File: src/rtl/mdu_iterative_if.sv
// Request/response bundle between the EX stage and the iterative multiply/divide unit.
interface mdu_iterative_if #(
  parameter int unsigned WIDTH = 32
);
  logic             i_start;
  logic [2:0]       i_op;
  logic [WIDTH-1:0] i_opr1;
  logic [WIDTH-1:0] i_opr2;
  logic             i_flush;
  logic             o_busy;
  logic             o_done;
  logic             o_div_zero;
  logic [WIDTH-1:0] o_hi;
  logic [WIDTH-1:0] o_lo;

  modport master (
    output i_start, i_op, i_opr1, i_opr2, i_flush,
    input  o_busy, o_done, o_div_zero, o_hi, o_lo
  );

  modport slave (
    input  i_start, i_op, i_opr1, i_opr2, i_flush,
    output o_busy, o_done, o_div_zero, o_hi, o_lo
  );
endinterface

File: src/rtl/mdu_iterative.sv
// Iterative multiply/divide unit owning the architectural HI/LO registers.
// Radix-2 shift-add multiply and restoring divide on magnitudes, one bit per cycle,
// followed by a single sign-fix / accumulate / write-back cycle.
module mdu_iterative #(
  parameter int unsigned WIDTH = 32,
  parameter int unsigned CNT_W = $clog2(WIDTH) + 1
) (
  input logic           i_clk,
  input logic           i_rst,
  mdu_iterative_if.slave bus
);

  localparam logic [2:0] OpMult  = 3'd0;
  localparam logic [2:0] OpMultu = 3'd1;
  localparam logic [2:0] OpDiv   = 3'd2;
  localparam logic [2:0] OpDivu  = 3'd3;
  localparam logic [2:0] OpMadd  = 3'd4;
  localparam logic [2:0] OpMaddu = 3'd5;
  localparam logic [2:0] OpMthi  = 3'd6;
  localparam logic [2:0] OpMtlo  = 3'd7;

  typedef enum logic [1:0] {StIdle, StCalc, StFinish} state_e;

  state_e               state_q, state_d;
  logic [2:0]           op_q, op_d;
  logic [CNT_W-1:0]     cnt_q, cnt_d;
  logic [WIDTH-1:0]     mcand_q, mcand_d;   // multiplicand or divisor magnitude
  logic [2*WIDTH-1:0]   acc_q, acc_d;       // {upper, multiplier} or {remainder, quotient}
  logic                 neg_q, neg_d;       // negate product / quotient at write-back
  logic                 rem_neg_q, rem_neg_d;
  logic                 dz_pend_q, dz_pend_d;
  logic [WIDTH-1:0]     raw1_q, raw1_d;
  logic [WIDTH-1:0]     hi_q, hi_d, lo_q, lo_d;
  logic                 done_q, done_d;
  logic                 div_zero_q, div_zero_d;

  logic                 in_signed, in_is_div, in_neg1, in_neg2;
  logic [WIDTH-1:0]     in_abs1, in_abs2;
  logic                 cur_is_div;
  logic [WIDTH:0]       mul_sum, rem_sh, div_diff;
  logic                 q_bit;
  logic [2*WIDTH-1:0]   mul_next, div_next, prod;
  logic [WIDTH-1:0]     quot, rem;

  // Operand conditioning and single-step datapaths.
  always_comb begin
    in_signed  = (bus.i_op == OpMult) || (bus.i_op == OpDiv) || (bus.i_op == OpMadd);
    in_is_div  = (bus.i_op == OpDiv) || (bus.i_op == OpDivu);
    in_neg1    = in_signed && bus.i_opr1[WIDTH-1];
    in_neg2    = in_signed && bus.i_opr2[WIDTH-1];
    in_abs1    = in_neg1 ? -bus.i_opr1 : bus.i_opr1;
    in_abs2    = in_neg2 ? -bus.i_opr2 : bus.i_opr2;
    cur_is_div = (op_q == OpDiv) || (op_q == OpDivu);

    mul_sum  = {1'b0, acc_q[2*WIDTH-1:WIDTH]} + (acc_q[0] ? {1'b0, mcand_q} : '0);
    mul_next = {mul_sum, acc_q[WIDTH-1:1]};

    // Borrow out of the (WIDTH+1)-bit subtract means the divisor did not fit.
    rem_sh   = {acc_q[2*WIDTH-1:WIDTH], acc_q[WIDTH-1]};
    div_diff = rem_sh - {1'b0, mcand_q};
    q_bit    = ~div_diff[WIDTH];
    div_next = {(q_bit ? div_diff[WIDTH-1:0] : rem_sh[WIDTH-1:0]), acc_q[WIDTH-2:0], q_bit};

    prod = neg_q ? -acc_q : acc_q;
    quot = neg_q ? -acc_q[WIDTH-1:0] : acc_q[WIDTH-1:0];
    rem  = rem_neg_q ? -acc_q[2*WIDTH-1:WIDTH] : acc_q[2*WIDTH-1:WIDTH];
  end

  // Next-state and register updates; flush wins over everything except reset.
  always_comb begin
    state_d    = state_q;
    op_d       = op_q;
    cnt_d      = cnt_q;
    mcand_d    = mcand_q;
    acc_d      = acc_q;
    neg_d      = neg_q;
    rem_neg_d  = rem_neg_q;
    dz_pend_d  = dz_pend_q;
    raw1_d     = raw1_q;
    hi_d       = hi_q;
    lo_d       = lo_q;
    done_d     = 1'b0;
    div_zero_d = div_zero_q;

    case (state_q)
      StIdle: begin
        if (bus.i_start && !bus.i_flush) begin
          if (bus.i_op == OpMthi) begin
            hi_d = bus.i_opr1;
          end else if (bus.i_op == OpMtlo) begin
            lo_d = bus.i_opr1;
          end else begin
            state_d   = StCalc;
            op_d      = bus.i_op;
            cnt_d     = '0;
            neg_d     = in_neg1 ^ in_neg2;
            rem_neg_d = in_neg1;
            dz_pend_d = (bus.i_opr2 == '0);
            raw1_d    = bus.i_opr1;
            if (in_is_div) begin
              mcand_d = in_abs2;
              acc_d   = {{WIDTH{1'b0}}, in_abs1};
            end else begin
              mcand_d = in_abs1;
              acc_d   = {{WIDTH{1'b0}}, in_abs2};
            end
          end
        end
      end
      StCalc: begin
        if (bus.i_flush) begin
          state_d = StIdle;
        end else begin
          acc_d = cur_is_div ? div_next : mul_next;
          cnt_d = cnt_q + 1'b1;
          if (cnt_q == CNT_W'(WIDTH - 1)) state_d = StFinish;
        end
      end
      StFinish: begin
        state_d = StIdle;
        if (!bus.i_flush) begin
          done_d = 1'b1;
          case (op_q)
            OpMult, OpMultu: {hi_d, lo_d} = prod;
            OpMadd, OpMaddu: {hi_d, lo_d} = {hi_q, lo_q} + prod;
            OpDiv, OpDivu: begin
              div_zero_d = dz_pend_q;
              if (dz_pend_q) begin
                hi_d = raw1_q;
                lo_d = '1;
              end else begin
                hi_d = rem;
                lo_d = quot;
              end
            end
            default: ;
          endcase
        end
      end
      default: state_d = StIdle;
    endcase
  end

  // FSM state register.
  always_ff @(posedge i_clk or posedge i_rst) begin
    if (i_rst) state_q <= StIdle;
    else       state_q <= state_d;
  end

  // Datapath and architectural registers.
  always_ff @(posedge i_clk or posedge i_rst) begin
    if (i_rst) begin
      op_q       <= '0;
      cnt_q      <= '0;
      mcand_q    <= '0;
      acc_q      <= '0;
      neg_q      <= 1'b0;
      rem_neg_q  <= 1'b0;
      dz_pend_q  <= 1'b0;
      raw1_q     <= '0;
      hi_q       <= '0;
      lo_q       <= '0;
      done_q     <= 1'b0;
      div_zero_q <= 1'b0;
    end else begin
      op_q       <= op_d;
      cnt_q      <= cnt_d;
      mcand_q    <= mcand_d;
      acc_q      <= acc_d;
      neg_q      <= neg_d;
      rem_neg_q  <= rem_neg_d;
      dz_pend_q  <= dz_pend_d;
      raw1_q     <= raw1_d;
      hi_q       <= hi_d;
      lo_q       <= lo_d;
      done_q     <= done_d;
      div_zero_q <= div_zero_d;
    end
  end

  assign bus.o_busy     = (state_q != StIdle);
  assign bus.o_done     = done_q;
  assign bus.o_div_zero = div_zero_q;
  assign bus.o_hi       = hi_q;
  assign bus.o_lo       = lo_q;

endmodule

File: src/flat_wrapper.sv
// flat-port wrapper written by rule: the top's interface ports become plain ports
module mdu_iterative_flat 
#(
  parameter int unsigned WIDTH = 32,
  parameter int unsigned CNT_W = $clog2(WIDTH) + 1
)
  (i_clk, i_rst, bus_i_start, bus_i_op, bus_i_opr1, bus_i_opr2, bus_i_flush, bus_o_busy, bus_o_done, bus_o_div_zero, bus_o_hi, bus_o_lo);
  mdu_iterative_if #(.WIDTH(WIDTH)) bus_i ();
  input logic i_clk;
  input logic i_rst;
  input wire logic [$bits(bus_i.i_start)-1:0] bus_i_start;
  input wire logic [$bits(bus_i.i_op)-1:0] bus_i_op;
  input wire logic [$bits(bus_i.i_opr1)-1:0] bus_i_opr1;
  input wire logic [$bits(bus_i.i_opr2)-1:0] bus_i_opr2;
  input wire logic [$bits(bus_i.i_flush)-1:0] bus_i_flush;
  output wire logic [$bits(bus_i.o_busy)-1:0] bus_o_busy;
  output wire logic [$bits(bus_i.o_done)-1:0] bus_o_done;
  output wire logic [$bits(bus_i.o_div_zero)-1:0] bus_o_div_zero;
  output wire logic [$bits(bus_i.o_hi)-1:0] bus_o_hi;
  output wire logic [$bits(bus_i.o_lo)-1:0] bus_o_lo;
  assign bus_i.i_start = bus_i_start;
  assign bus_i.i_op = bus_i_op;
  assign bus_i.i_opr1 = bus_i_opr1;
  assign bus_i.i_opr2 = bus_i_opr2;
  assign bus_i.i_flush = bus_i_flush;
  assign bus_o_busy = bus_i.o_busy;
  assign bus_o_done = bus_i.o_done;
  assign bus_o_div_zero = bus_i.o_div_zero;
  assign bus_o_hi = bus_i.o_hi;
  assign bus_o_lo = bus_i.o_lo;
  mdu_iterative #(.WIDTH(WIDTH), .CNT_W(CNT_W)) u_core (.i_clk(i_clk), .i_rst(i_rst), .bus(bus_i));
endmodule
File: config.mk
export PLATFORM = sky130hd
export DESIGN_NAME = mdu_iterative_flat
export DESIGN_NICKNAME = d
export VERILOG_FILES = /design/src/rtl/mdu_iterative_if.sv /design/src/rtl/mdu_iterative.sv /design/src/flat_wrapper.sv
export SDC_FILE = /design/constraint.sdc
export NUM_CORES = 1
export LEC_CHECK = 0
export BUFFER_PORTS_ARGS = -buffer_cell sky130_fd_sc_hd__buf_4
export CORE_ASPECT_RATIO = 1.75
export CORE_MARGIN = 2
export CORE_UTILIZATION = 64
export CTS_BUF_LIST = sky130_fd_sc_hd__clkbuf_4
export DETAILED_ROUTE_END_ITERATION = 7
export GPL_TIMING_DRIVEN = 0
export HOLD_SLACK_MARGIN = 0.15
export MAX_ROUTING_LAYER = met4
export PLACE_DENSITY = 0.82
export SYNTH_ARGS = -nofsm -noshare
export SYNTH_HDL_FRONTEND = slang
export SYNTH_SLANG_ARGS = --single-unit
File: constraint.sdc
create_clock -name i_clk -period 7.35 [get_ports i_clk]
set_input_delay 1.1025 -clock i_clk [delete_from_list [all_inputs] [get_ports i_clk]]
set_output_delay 1.1025 -clock i_clk [all_outputs]
set_load 0.02 [all_outputs]
Yosys cells after proc, flatten, opt, wreduce, memory -nomap -nowiden

Cells that the tools add are included.
Widths: inputs -> output; s select.

Bits of input ports: 71
Bits in registers: 208

Add/subtract/negate cells: 9
Bitwise logic cells: 5
Reduce and logical (&&, ||, !) cells: 24
Equal/unequal tests: 22
Mux-type cells: 41

Operator list:

| kind                | number |
|---|---|
| $mux 32             | 17 |
| $mux 64             | 6 |
| $pmux 32 s3         | 2 |
| $neg 32->32         | 4 |
| $pmux 32 s2         | 2 |
| $pmux 64 s2         | 1 |
| $add 64x64->64      | 1 |
| $neg 64->64         | 1 |
| $add 32x33->33      | 1 |
| $sub 33x32->33      | 1 |
| $logic_not 32->1    | 1 |
| $mux 6              | 4 |
| $eq 3x3->1 const B  | 5 |
| $eq 3x2->1 const B  | 4 |
| $pmux 6 s2          | 1 |
| $mux 2              | 5 |
| $reduce_and 5->1    | 2 |
| $ne 2x2->1 const B  | 4 |
| $reduce_and 4->1    | 2 |
| $add 6x1->6 const B | 1 |
| $eq 6x5->1 const B  | 1 |
| $logic_not 3->1     | 2 |
| $ne 2x1->1 const B  | 3 |
| $reduce_and 6->1    | 1 |
| 16 further kinds    | 29 |

Logic depth before layout (Yosys ltp)

Depth after elaboration: 10
Depth in mapped cells: 23

Worst setup path after synthesis

OpenSTA, ideal clock, no wires.

Kind: reg2reg
Start point: register u_core.acc_q[0]
End point: register u_core.hi_q[31] (netlist: u_core.bus.o_hi[31])
Stages on the path, launching flop included: 22
Setup slack: 2.356 ns
Arrival: 4.907 ns
Path through: dfrtp_1 inv_1 clkbuf_1 ha_1 nand2b_1 or2_1 clkbuf_1 nor4_2 nand2_1 o31ai_1 xnor2_1 ha_1 clkbuf_1 nand4_1 or2_2 a2111oi_0 o31a_1 o21ai_1 o31ai_1 mux2i_1 a41oi_1 a211oi_2

Cells in the longest elaborated chain, start to end: 6

RTL lines:

| element                | line                 | source |
|---|---|---|
| start, declared        | mdu_iterative.sv:28  | `logic [2*WIDTH-1:0] acc_q, acc_d;` |
| start signal, assigned | mdu_iterative.sv:156 | `acc_q <= '0;` |
| start signal, assigned | mdu_iterative.sv:169 | `acc_q <= acc_d;` |
| $neg 64->64            | mdu_iterative.sv:64  | `prod = neg_q ? -acc_q : acc_q;` |
| $mux 64 (*)            | mdu_iterative.sv:64  |  |
| $add 64x64->64         | mdu_iterative.sv:125 | `OpMadd, OpMaddu: {hi_d, lo_d} = {hi_q, lo_q} + prod;` |
| $pmux 32 s3 (*)        | mdu_iterative.sv:123 | `case (op_q)` |
| $mux 32 (*)            | mdu_iterative.sv:121 | `if (!bus.i_flush) begin` |
| $pmux 32 s2 (*)        | mdu_iterative.sv:85  | `case (state_q)` |
| end signal, assigned   | mdu_iterative.sv:174 | `hi_q <= hi_d;` |
| end, declared          | mdu_iterative.sv:33  | `logic [WIDTH-1:0] hi_q, hi_d, lo_q, lo_d;` |

Mark *: on every way between the ends. The rest lies on a longest branch, timed or not. The select of a mux whose other input is x is not followed.
A chain may end at the register's enable or synchronous reset.

Worst setup path in the final report

Start point: register u_core.acc_q[0]
End point: register u_core.hi_q[30] (netlist: u_core.bus.o_hi[30])

The elaborated chain is that of the path after synthesis.

==> reports/metrics.yaml <==
synth:
  synthArstFlopShare_pct: 100
  synth_warnings: 0
  synthSimpleGateAreaFrac_pct: 21.9
  synth_top_family_by_area: "compound AO/OA/AOI/OAI gates"
  yosys.area_share.xor_xnor_pct: 10.1
  synth_edf_count: 0
  synth_compound_area_share_pct: 28.9
  yosysTopAreaCell: "dfrtp_1"
  synth_cells: 3005
  ys_ff_latch: 207
  synth_top_area_share_pct: 23.7
  synth_commonest_cells: "nand2_1 (467), a21oi_1 (293), nor2_1 (261), o21ai_0 (247), dfrtp_1 (207)"
  synth_fp_nets: 3219
  seq_area_frac_synth_pct: 23.7
  syn_area_um2: 21800
  yosysMostFrequentCell: "nand2_1"
  ys_types: 93
  syn_area_per_cell_um2: 7.26
  synth.area.top_cells: "dfrtp_1 (24%), nand2_1 (8.0%), ha_1 (8.0%)"
  synthAdderAreaFrac_pct: 8.30
  synth-main-ff-cell: "dfrtp_1"
  synth_mux_area_share_pct: 1.93
placement:
  pre_cts_slack_ps: 312
  gp_congestion: 1.18
  hpwl_mm: 76.7
  portBuffers: 132
  dpl_cell_area_um2: 23400
  dp_cells: 3594
die:
  die_w_um: 144
  rows: 89
  die-area_um2: 35700
  start_util_pct: 64.9
  core_um2: 33600
  die_y_um: 248
  ioPinCount: 138
detailed_routing:
  ant_nets: 0
  drt-total-wl_mm: 99.3
  drt_pass1_iterations: 8
  top_layer_used: "met4"
  drc_errors: 2
  drt-met1-wl_mm: 30.3
  wl_per_cell_um: 26.9
  first_iter_violations: 3649
  wl_met3_mm: 12.0
  routed-wl-met2_mm: 42.8
  viasPerCell: 7.12
  vias: 26329
power:
  peakVddDrop_mv: 0.266
  p_int_mw: 4.42
  p_leak_nw: 10.5
  p_seq_share_pct: 19.1
  combPwrFrac_pct: 70.1
  power.density_nw_per_um2: 410
  netSwitchingPower_mw: 5.49
  clkPwrFrac_pct: 10.8
  p_sw_share_pct: 55.4
global_route:
  grtUsageTotal_pct: 57.8
  grt_max_degree: 118
  grt.overflow.total: 0
  grt_pass1_wl_mm: 152
  antenna_found_initial: 3
  grt_pass1_vias: 25744
critical_path:
  path_max_fanout: 10
  cp_top_family: "simple AND/OR/NAND/NOR gates"
  critPathSlowestCell: "nor4_1"
  rr_startpoint: "u_core.acc_q[0]"
  cp_cell_sequence: "clkinvlp_4, buf_4, ha_1, nand2b_1, or2_1, clkbuf_1, nor2_1, nand4_1, clkbuf_1, o41ai_1, xnor2_1, ha_1, clkbuf_1, nand4_1, nor4_1, nand2_1, o2bb2ai_1, o21ai_0, and3_1, nor4_1, a2bb2oi_1, nand2_1"
  cpMostUsedCell: "clkbuf_1"
  cp-start-kind: "register"
  r2r_setup_slack_ps: 470
  rr_endpoint: "u_core.bus.o_hi[30]"
  cp_data_arrival_time_ps: 7580
  reg2regPathDepth: 22
  path_buf_inv: 5
  required_ps: 8050
  cp-end-kind: "register"
  critPathMaxStageDelay_ps: 660
  path_class: "reg2reg"
sta:
  finalCritPeriodShare_pct: 93.6
  report.final.slew_viol_count: 3
  skew_ps: 91.0
  worstMarginPinSlew_ps: 1540
  relSlewSlack_pct: -5.66
  setup_ws_ps: 469
  whs_ps: 416
  rsz0062_at_grt: "no"
  period_minus_slack_ps: 6880
  timing.fmax_mhz: 145
  setup_viol: 0
  hold_viol: 0
  fin_setup_tns_ps: 0
job:
  max_cap_violations: 1
final_layout:
  fin_nets: 3410
  drive_above_1_share_pct: 8.68
  n_fill_cell: 2892
  areaGrowthSynthToFinish_pct: 10.6
  fin_cells: 3698
  stdcell_area_um2: 24100
cts:
  hold_buffers: 0
  cts.path.max_buffers: 3
  cts.sinks: 207
  root_buffer: "clkbuf_4"
  cts_made_buffers: 52
  tritoncts: "yes"
  path_clk_slew_ps: 90
  h-tree-depth: 2
  insertion_delay_ps: 830
outcome:
  violations: "design-rule violations, max-capacitance violations, max-slew violations"
  outcome: "finished with violations"
min_path:
  hold_class: "in2async"
==> repair_timing <==
| item | in CTS | in global routing |
|---|---|---|
| hold endpoints to repair | 0 | 0 |
| resized for setup | 0 | 1 |
| setup endpoints to repair | 0 | 8 |
| buffers inserted | 0 | 4 |
==> placed cells by master (no fill, tap or decap), types with 9 or more instances in the layout <==
cell / count
nand2_1: 467
a21oi_1: 293
nor2_1: 261
o21ai_0: 247
dfrtp_1: 207
clkbuf_1: 180
xnor2_1: 158
ha_1: 140
buf_4: 136
xor2_1: 91
inv_1: 88
clkbuf_4: 72
a21o_1: 58
nor3_1: 56
nand3_1: 54
o211ai_1: 51
o21ai_1: 44
o31ai_1: 44
nand4_1: 37
mux2i_1: 36
a31oi_1: 33
nand2b_1: 32
a211oi_1: 32
or3_1: 29
o22ai_1: 24
o41ai_1: 20
o21bai_1: 18
or4_1: 17
nor4_1: 17
o21a_1: 16
and2_1: 16
a22oi_1: 16
and3_1: 14
clkinv_1: 14
nor2b_1: 13
a221oi_1: 12
buf_2: 11
or2_2: 9
==> per-layer routing <==
metal	up-vias	GRT usage, %
met1	11814	57.1
met3	995	20.9
met5	-	-
met2	2276	84.2
met4	0	60.4
li1	11244	-
==> per-stage QoR <==
| stage | utilization, % | power [mW] |
|---|---|---|
| after floorplan | - | 6.50 |
| after global placement | 69.5 | 8.28 |
| after detailed placement | 69.7 | 8.45 |
| after CTS | 71.7 | 9.51 |
| after global routing | 71.8 | 10.4 |
| final | 71.8 | 9.91 |
==> cell families (layout without fill, tap and decap cells) <==
kind of cell,after synthesis,count (layout)
multiplexers,41,41
AND/OR/NAND/NOR,1057,1057
other,0,4
buffers and inverters,295,529
flip-flops,207,207
AO/OA/AOI/OAI,1012,1012
adder cells (fa/ha/maj),143,143
XOR/XNOR,250,250
==> area by class of cell <==
cell class	instances	area (µm²)	area share, %
inverters	92	357	1.48
clock inverters	26	146	0.606
repair buffers	138	1050	4.36
plain buffers	202	796	3.30
multi-input cells	2503	15500	64.2
diodes	4	10.0	0.0415
well taps	455	569	2.36
flip-flops and latches	207	5180	21.5
clock buffers	71	533	2.21
==> registers in the layout, indices dropped and copies added (netlist names), 2 cells and up <==
signal	cells
u_core.acc_q	64
u_core.op_q	2
u_core.bus.o_lo	32
u_core.mcand_q	32
u_core.bus.o_hi	32
u_core.state_q	2
u_core.raw1_q	32
u_core.cnt_q	6
==> worst register-to-register path, cell delays in order, from the launching register on <==
cell and delay (ps):
dfrtp_1 530, clkinvlp_4 120, buf_4 200, ha_1 240, nand2b_1 130, or2_1 250
clkbuf_1 180, nor2_1 250, nand4_1 470, clkbuf_1 430, o41ai_1 490, xnor2_1 250
ha_1 340, clkbuf_1 290, nand4_1 290, nor4_1 660, nand2_1 100, o2bb2ai_1 290
o21ai_0 210, and3_1 240, nor4_1 490, a2bb2oi_1 230, nand2_1 70
==> how the worst max path moves through the flow <==
stage	start	to	slack, ps	cells after the start
finish	u_core.acc_q[0]	u_core.bus.o_hi[30]	470	22
global route	u_core.acc_q[0]	u_core.bus.o_hi[30]	180	22
CTS	u_core.acc_q[0]	u_core.bus.o_hi[30]	230	22
detailed placement	u_core.acc_q[0]	u_core.bus.o_hi[30]	310	22
global placement	i_rst	u_core.cnt_q[4]	-1880	2
floorplan	i_rst	u_core.acc_q[0]	600	1
==> power groups by stage <==
stage                     Clock, mW  Combinational (mW)  Sequential [mW]
after floorplan                   0                4.68             1.83
after global placement            0                6.42             1.85
after detailed placement          0                6.58             1.87
after CTS                      1.04                6.62             1.85
after global routing           1.11                7.44             1.89
final                          1.07                6.94             1.89
(Power assumes the default switching activity.)
